File: src/rtl/ysyx_25020037_axi_pkg.sv
// Shared definitions for the core-side AXI4 arbiter.
// Holds the arbiter state encoding and the AXI response/burst constants.
package ysyx_25020037_axi_pkg;

  typedef enum logic [1:0] {
    ST_IDLE   = 2'd0,
    ST_RD_IFU = 2'd1,
    ST_RD_LSU = 2'd2,
    ST_WR     = 2'd3
  } arb_state_e;

  localparam logic [1:0] RESP_OKAY   = 2'd0;
  localparam logic [1:0] RESP_EXOKAY = 2'd1;
  localparam logic [1:0] RESP_SLVERR = 2'd2;
  localparam logic [1:0] RESP_DECERR = 2'd3;

  localparam logic [1:0] BURST_FIXED = 2'd0;
  localparam logic [1:0] BURST_INCR  = 2'd1;

  localparam int ID_W   = 4;
  localparam int LEN_W  = 8;
  localparam int SIZE_W = 3;

endpackage

File: src/rtl/ysyx_25020037_arb_prio.sv
// Fixed-priority grant encoder for the AXI arbiter.
// Ports:
//   wr_req_i     - LSU write pending (AW or W valid), highest priority
//   lsu_rd_req_i - LSU read pending
//   ifu_rd_req_i - IFU read pending, lowest priority
//   grant_o      - state to enter next; ST_IDLE when nothing is pending
module ysyx_25020037_arb_prio
  import ysyx_25020037_axi_pkg::*;
(
  input  logic       wr_req_i,
  input  logic       lsu_rd_req_i,
  input  logic       ifu_rd_req_i,
  output arb_state_e grant_o
);

  always_comb begin
    grant_o = ST_IDLE;
    if (wr_req_i)          grant_o = ST_WR;
    else if (lsu_rd_req_i) grant_o = ST_RD_LSU;
    else if (ifu_rd_req_i) grant_o = ST_RD_IFU;
  end

endmodule

File: src/rtl/ysyx_25020037_axi_arbiter.sv
// Shares one AXI4 master port between the IFU (read only) and the LSU
// (read + single-beat write). One transaction in flight; the grant is held
// from arbitration until the final R beat or the B handshake.
// Ports:
//   clk, rst            - core clock, synchronous active-high reset
//   ifu_ar*/ifu_r*      - IFU read address / read data channels
//   lsu_ar*/lsu_r*      - LSU read address / read data channels
//   lsu_aw*/lsu_w*/lsu_b* - LSU write address / data / response channels
//   m_*                 - downstream AXI4 master port
//   err_len             - sticky: an rlast arrived at a beat count != arlen
module ysyx_25020037_axi_arbiter
  import ysyx_25020037_axi_pkg::*;
#(
  parameter int ADDR_W = 32,
  parameter int DATA_W = 32
) (
  input  logic                clk,
  input  logic                rst,
  // IFU read
  input  logic                ifu_arvalid,
  input  logic [ADDR_W-1:0]   ifu_araddr,
  input  logic [ID_W-1:0]     ifu_arid,
  input  logic [LEN_W-1:0]    ifu_arlen,
  input  logic [SIZE_W-1:0]   ifu_arsize,
  input  logic [1:0]          ifu_arburst,
  output logic                ifu_arready,
  output logic                ifu_rvalid,
  output logic [DATA_W-1:0]   ifu_rdata,
  output logic [1:0]          ifu_rresp,
  output logic                ifu_rlast,
  output logic [ID_W-1:0]     ifu_rid,
  input  logic                ifu_rready,
  // LSU read
  input  logic                lsu_arvalid,
  input  logic [ADDR_W-1:0]   lsu_araddr,
  input  logic [ID_W-1:0]     lsu_arid,
  input  logic [LEN_W-1:0]    lsu_arlen,
  input  logic [SIZE_W-1:0]   lsu_arsize,
  input  logic [1:0]          lsu_arburst,
  output logic                lsu_arready,
  output logic                lsu_rvalid,
  output logic [DATA_W-1:0]   lsu_rdata,
  output logic [1:0]          lsu_rresp,
  output logic                lsu_rlast,
  output logic [ID_W-1:0]     lsu_rid,
  input  logic                lsu_rready,
  // LSU write
  input  logic                lsu_awvalid,
  input  logic [ADDR_W-1:0]   lsu_awaddr,
  input  logic [ID_W-1:0]     lsu_awid,
  input  logic [LEN_W-1:0]    lsu_awlen,
  input  logic [SIZE_W-1:0]   lsu_awsize,
  input  logic [1:0]          lsu_awburst,
  output logic                lsu_awready,
  input  logic                lsu_wvalid,
  input  logic [DATA_W-1:0]   lsu_wdata,
  input  logic [DATA_W/8-1:0] lsu_wstrb,
  input  logic                lsu_wlast,
  output logic                lsu_wready,
  output logic                lsu_bvalid,
  output logic [1:0]          lsu_bresp,
  output logic [ID_W-1:0]     lsu_bid,
  input  logic                lsu_bready,
  // downstream master
  output logic                m_arvalid,
  input  logic                m_arready,
  output logic [ADDR_W-1:0]   m_araddr,
  output logic [ID_W-1:0]     m_arid,
  output logic [LEN_W-1:0]    m_arlen,
  output logic [SIZE_W-1:0]   m_arsize,
  output logic [1:0]          m_arburst,
  input  logic                m_rvalid,
  output logic                m_rready,
  input  logic [DATA_W-1:0]   m_rdata,
  input  logic [1:0]          m_rresp,
  input  logic                m_rlast,
  input  logic [ID_W-1:0]     m_rid,
  output logic                m_awvalid,
  input  logic                m_awready,
  output logic [ADDR_W-1:0]   m_awaddr,
  output logic [ID_W-1:0]     m_awid,
  output logic [LEN_W-1:0]    m_awlen,
  output logic [SIZE_W-1:0]   m_awsize,
  output logic [1:0]          m_awburst,
  output logic                m_wvalid,
  input  logic                m_wready,
  output logic [DATA_W-1:0]   m_wdata,
  output logic [DATA_W/8-1:0] m_wstrb,
  output logic                m_wlast,
  input  logic                m_bvalid,
  output logic                m_bready,
  input  logic [1:0]          m_bresp,
  input  logic [ID_W-1:0]     m_bid,
  output logic                err_len
);

  arb_state_e        state_q, state_d, grant;
  logic              ar_done_q, ar_done_d;
  logic              aw_done_q, aw_done_d;
  logic              w_done_q, w_done_d;
  logic [LEN_W-1:0]  beat_cnt_q, beat_cnt_d;
  logic [LEN_W-1:0]  len_q, len_d;
  logic              err_len_q, err_len_d;
  logic              ar_hs, r_hs, aw_hs, w_hs, b_hs;

  ysyx_25020037_arb_prio u_prio (
    .wr_req_i     (lsu_awvalid | lsu_wvalid),
    .lsu_rd_req_i (lsu_arvalid),
    .ifu_rd_req_i (ifu_arvalid),
    .grant_o      (grant)
  );

  assign ar_hs   = m_arvalid & m_arready;
  assign r_hs    = m_rvalid  & m_rready;
  assign aw_hs   = m_awvalid & m_awready;
  assign w_hs    = m_wvalid  & m_wready;
  assign b_hs    = m_bvalid  & m_bready;
  assign err_len = err_len_q;

  // Channel steering. Everything defaults to 0 so IDLE and the non-granted
  // master see quiet channels.
  always_comb begin
    ifu_arready = 1'b0;
    ifu_rvalid  = 1'b0;
    ifu_rdata   = '0;
    ifu_rresp   = '0;
    ifu_rlast   = 1'b0;
    ifu_rid     = '0;
    lsu_arready = 1'b0;
    lsu_rvalid  = 1'b0;
    lsu_rdata   = '0;
    lsu_rresp   = '0;
    lsu_rlast   = 1'b0;
    lsu_rid     = '0;
    lsu_awready = 1'b0;
    lsu_wready  = 1'b0;
    lsu_bvalid  = 1'b0;
    lsu_bresp   = '0;
    lsu_bid     = '0;
    m_arvalid   = 1'b0;
    m_araddr    = '0;
    m_arid      = '0;
    m_arlen     = '0;
    m_arsize    = '0;
    m_arburst   = '0;
    m_rready    = 1'b0;
    m_awvalid   = 1'b0;
    m_awaddr    = '0;
    m_awid      = '0;
    m_awlen     = '0;
    m_awsize    = '0;
    m_awburst   = '0;
    m_wvalid    = 1'b0;
    m_wdata     = '0;
    m_wstrb     = '0;
    m_wlast     = 1'b0;
    m_bready    = 1'b0;
    unique case (state_q)
      ST_RD_IFU: begin
        // ar_done gates the request so a master still holding arvalid
        // cannot issue a second AR within the same transaction.
        m_arvalid   = ifu_arvalid & ~ar_done_q;
        m_araddr    = ifu_araddr;
        m_arid      = ifu_arid;
        m_arlen     = ifu_arlen;
        m_arsize    = ifu_arsize;
        m_arburst   = ifu_arburst;
        ifu_arready = m_arready & ~ar_done_q;
        ifu_rvalid  = m_rvalid;
        ifu_rdata   = m_rdata;
        ifu_rresp   = m_rresp;
        ifu_rlast   = m_rlast;
        ifu_rid     = m_rid;
        m_rready    = ifu_rready;
      end
      ST_RD_LSU: begin
        m_arvalid   = lsu_arvalid & ~ar_done_q;
        m_araddr    = lsu_araddr;
        m_arid      = lsu_arid;
        m_arlen     = lsu_arlen;
        m_arsize    = lsu_arsize;
        m_arburst   = lsu_arburst;
        lsu_arready = m_arready & ~ar_done_q;
        lsu_rvalid  = m_rvalid;
        lsu_rdata   = m_rdata;
        lsu_rresp   = m_rresp;
        lsu_rlast   = m_rlast;
        lsu_rid     = m_rid;
        m_rready    = lsu_rready;
      end
      ST_WR: begin
        m_awvalid   = lsu_awvalid & ~aw_done_q;
        m_awaddr    = lsu_awaddr;
        m_awid      = lsu_awid;
        m_awlen     = lsu_awlen;
        m_awsize    = lsu_awsize;
        m_awburst   = lsu_awburst;
        lsu_awready = m_awready & ~aw_done_q;
        m_wvalid    = lsu_wvalid & ~w_done_q;
        m_wdata     = lsu_wdata;
        m_wstrb     = lsu_wstrb;
        m_wlast     = lsu_wlast;
        lsu_wready  = m_wready & ~w_done_q;
        lsu_bvalid  = m_bvalid;
        lsu_bresp   = m_bresp;
        lsu_bid     = m_bid;
        m_bready    = lsu_bready;
      end
      default: ;
    endcase
  end

  // Next state and bookkeeping.
  always_comb begin
    state_d = state_q;
    unique case (state_q)
      ST_IDLE:              state_d = grant;
      ST_RD_IFU, ST_RD_LSU: if (r_hs && m_rlast) state_d = ST_IDLE;
      ST_WR:                if (b_hs) state_d = ST_IDLE;
      default:              state_d = ST_IDLE;
    endcase

    // Completion flags and the beat counter all clear on return to IDLE.
    ar_done_d  = (state_d == ST_IDLE) ? 1'b0 : (ar_done_q | ar_hs);
    aw_done_d  = (state_d == ST_IDLE) ? 1'b0 : (aw_done_q | aw_hs);
    w_done_d   = (state_d == ST_IDLE) ? 1'b0 : (w_done_q | w_hs);
    beat_cnt_d = (state_d == ST_IDLE) ? '0 : beat_cnt_q + LEN_W'(r_hs);

    // arlen is captured at the AR handshake: the requester is free to change
    // its AR fields once accepted, but the length check needs the original.
    len_d      = ar_hs ? m_arlen : len_q;
    // beat_cnt holds the index of the current beat, which must equal arlen
    // on the last one.
    err_len_d  = err_len_q | (r_hs & m_rlast & (beat_cnt_q != len_q));
  end

  always_ff @(posedge clk) begin
    if (rst) begin
      state_q    <= ST_IDLE;
      ar_done_q  <= 1'b0;
      aw_done_q  <= 1'b0;
      w_done_q   <= 1'b0;
      beat_cnt_q <= '0;
      len_q      <= '0;
      err_len_q  <= 1'b0;
    end else begin
      state_q    <= state_d;
      ar_done_q  <= ar_done_d;
      aw_done_q  <= aw_done_d;
      w_done_q   <= w_done_d;
      beat_cnt_q <= beat_cnt_d;
      len_q      <= len_d;
      err_len_q  <= err_len_d;
    end
  end

endmodule

File: config.mk
export PLATFORM = sky130hd
export DESIGN_NAME = ysyx_25020037_axi_arbiter
export DESIGN_NICKNAME = d
export VERILOG_FILES = /design/src/rtl/ysyx_25020037_axi_pkg.sv /design/src/rtl/ysyx_25020037_arb_prio.sv /design/src/rtl/ysyx_25020037_axi_arbiter.sv
export SDC_FILE = /design/constraint.sdc
export NUM_CORES = 1
export LEC_CHECK = 0
export CAP_MARGIN = 0
export CORE_AREA = 5 5 184 186
export DETAILED_ROUTE_END_ITERATION = 12
export DIE_AREA = 0 0 189 191
export SYNTH_ARGS = -nofsm -noshare
export SYNTH_HDL_FRONTEND = slang
export SYNTH_HIERARCHICAL = 1
export SYNTH_SLANG_ARGS = --single-unit
export TNS_END_PERCENT = 20
File: constraint.sdc
create_clock -name clk -period 5.95 [get_ports clk]
set_input_delay 1.19 -clock clk [delete_from_list [all_inputs] [get_ports clk]]
set_output_delay 1.19 -clock clk [all_outputs]
set_load 0.005 [all_outputs]
==> metrics.txt <==
outcome finished, final reports clean; post-route ant nets 0; gpl congestion 0.847; Min Clock Period, post-route 3990 ps; DR WL met2 11800 um; max layer used met5; Max-slew headroom 0.455; GRT Total Usage 0.109; Vias/cell 3.57; Die X 189 um; final hold violations 0; post-CTS resize count 0; Die Area 36100 sq um; critical path type reg -> out; core area 32100 sq um; port buffer count 474; clk_skew 1.62 ps; leak pwr 0.00294 uW; Seq pwr share 0.137; fill count 3483; unrepaired setup endpoints after global routing false; library cells used by synthesis 35; hold path startpoint err_len; wire length on met3 1420 um; vias in the first global route 4571; total congestion overflow 0; met1 wire length 8710 um; Net Switching 371 uW; most frequent cell after synthesis and2_1; area share of the largest cell type after synthesis 0.356; sequential share of the synthesized area 0.144; period utilization 0.670; top cells by area, synth and2_1, dfxtp_1, a22oi_1; syn_nets 679; Worst VDD drop 84.4 uV; Reg clk slew, reported paths 60 ps; root buf cell clkbuf_16; Worst setup EP type output pin; Avg Cell Area, Syn 7.11 sq um; post-synth top area cell and2_1; vias after detailed routing 4582; ys async rst share 0; area delta synth->final 172%; buffers and inverters on the worst path 3; initial antenna violation count 3; num ports 475; die height 191 um; synth cell count leaders and2_1, a22oi_1, nor2b_1; Initial DRC Count 142; Crit Path Max Fanout 28; switching share of power 0.324; r2r startpoint state_q[0]; Fmax 251 MHz; Max Slew Vio Count 0; Nets 1125; Ys Warns 6; Post-synth EDFFs 0; Final setup viols 0; CP startpoint state_q[0]; Synth Cell Area 3060 sq um; Power, Total 1150 uW; Comb pwr share 0.696; setup TNS 0 ps; CTS sink cnt 22; drt total wl 22200 um; CTS tree done; starting density of the core 0.0952; Main synth FF type dfxtp_1; Max-Cap Viols 0; num rows 66; cell breakdown of the critical path inv_1, ha_1, buf_4, nor2b_1, clkdlybuf4s50_1; drt pass-1 iters 4; Seq cells post-synth 22; slowest cell on the critical path ha_1; drt wl/cell 17.2 um; clk_lat worst skew 260 ps; H-tree depth 1; worst hold path class reg -> reg; Worst Max-Slew Pin Slew 818 ps; HPWL after DPL 19000 um; Data required, critical path 4760 ps; first-pass GRT wire length 30400 um; clock share of power 0.167; startpoint types register; Worst path top cell family by delay buffers and inverters; largest net degree at the start of global routing 100; CTS Buf Count 3; ratio of total power to cell area 138 nW/um^2; Residual DRC 0; CP arrival 2800 ps; layout cells sized above 1 0.0217; CTS Hold Bufs 0; post-CTS setup buffers 0; clock buffer depth 2; Pint 775 uW; max incr delay on CP 750 ps; Post-Syn Instances 430
## stage by stage
| step | instance area [sq um] | util | hold WS [ps] | instances | worst slack [ps] |
|---|---|---|---|---|---|
| after floorplan | 3060 | - | 436 | 430 | 3190 |
| after global placement | 8210 | 0.256 | 436 | 1279 | 1970 |
| after detailed placement | 8210 | 0.256 | 451 | 1279 | 2010 |
| after CTS | 8320 | 0.259 | 469 | 1283 | 1880 |
| after global routing | 8320 | 0.259 | 500 | 1284 | 1760 |
| final | 8320 | 0.259 | 461 | 1285 | 1960 |
## path summary, 6_finish.rpt
check	to	slack, ps	depth (start not counted)
setup reg to reg	beat_cnt_q[6]	3050	10
setup / recovery	m_arsize[0]	1960	5
hold reg to reg	err_len	460	2
hold / removal	err_len	460	2
## cell usage in the layout (no fill, tap or decap), drive strengths merged
master	instances
inv	7
bufinv	1
or2	2
nor2	21
a21boi	1
and4bb	1
nand4	2
buf	7
a21oi	5
nand3	5
o211ai	1
xnor2	9
and3b	6
diode	2
mux2i	9
nor2b	49
a21o	1
nor3b	1
clkdlybuf4s50	474
and2b	1
nor3	2
a22oi	50
or3	2
dfxtp	22
nand2	4
ha	6
a221oi	1
clkbuf	3
xor2	5
and2	174
and3	2
a2111o	1
## cell type report
type                       count  area [sq um]  share of cell area
clock buffer                   3          75.1             0.00902
multi-input combinational    361          2440               0.293
antenna                        2          5.00            0.000602
tap                          408           510              0.0614
clock inverter                 1          30.0             0.00361
sequential                    22           440              0.0529
inverter                       7          26.3             0.00316
timing repair buffer         481          4800               0.577
## flip-flops by register name (all words and copies together), names as in the netlist
| signal | count |
|---|---|
| ar_done_q | 1 |
| err_len | 1 |
| beat_cnt_q | 8 |
| state_q | 2 |
| len_q | 8 |
| aw_done_q | 1 |
| w_done_q | 1 |
## worst min-delay path: stages, from the launching register on
cell and delay [ps]:
dfxtp_1 310, inv_1 50, a21oi_1 50
## power by group through the flow
stage | Clock [uW] | Sequential (uW) | Combinational (uW)
floorplan | 0 | 159 | 298
global placement | 0 | 161 | 813
detailed placement | 0 | 161 | 812
CTS | 198 | 158 | 816
global route | 205 | 158 | 861
finish | 191 | 158 | 797
## logic make-up (layout without fill, tap and decap cells)
kind of cell,after synthesis,in the layout,synth area share
AND/OR/NAND/NOR,272,272,0.541
AO/OA/AOI/OAI,60,60,0.153
buffers and inverters,47,492,0.0680
flip-flops,22,22,0.144
XOR/XNOR,14,14,0.0401
multiplexers,9,9,0.0295
adder cells (fa/ha/maj),6,6,0.0246
other,0,2,0
## routing by layer
layer	GRT usage	vias to the layer above
met2	0.206	201
met1	0.128	2071
li1	-	2299
met4	0.0213	2
met3	0.0215	9
met5	0	-
Note: power is estimated with default switching activity, not from simulation.
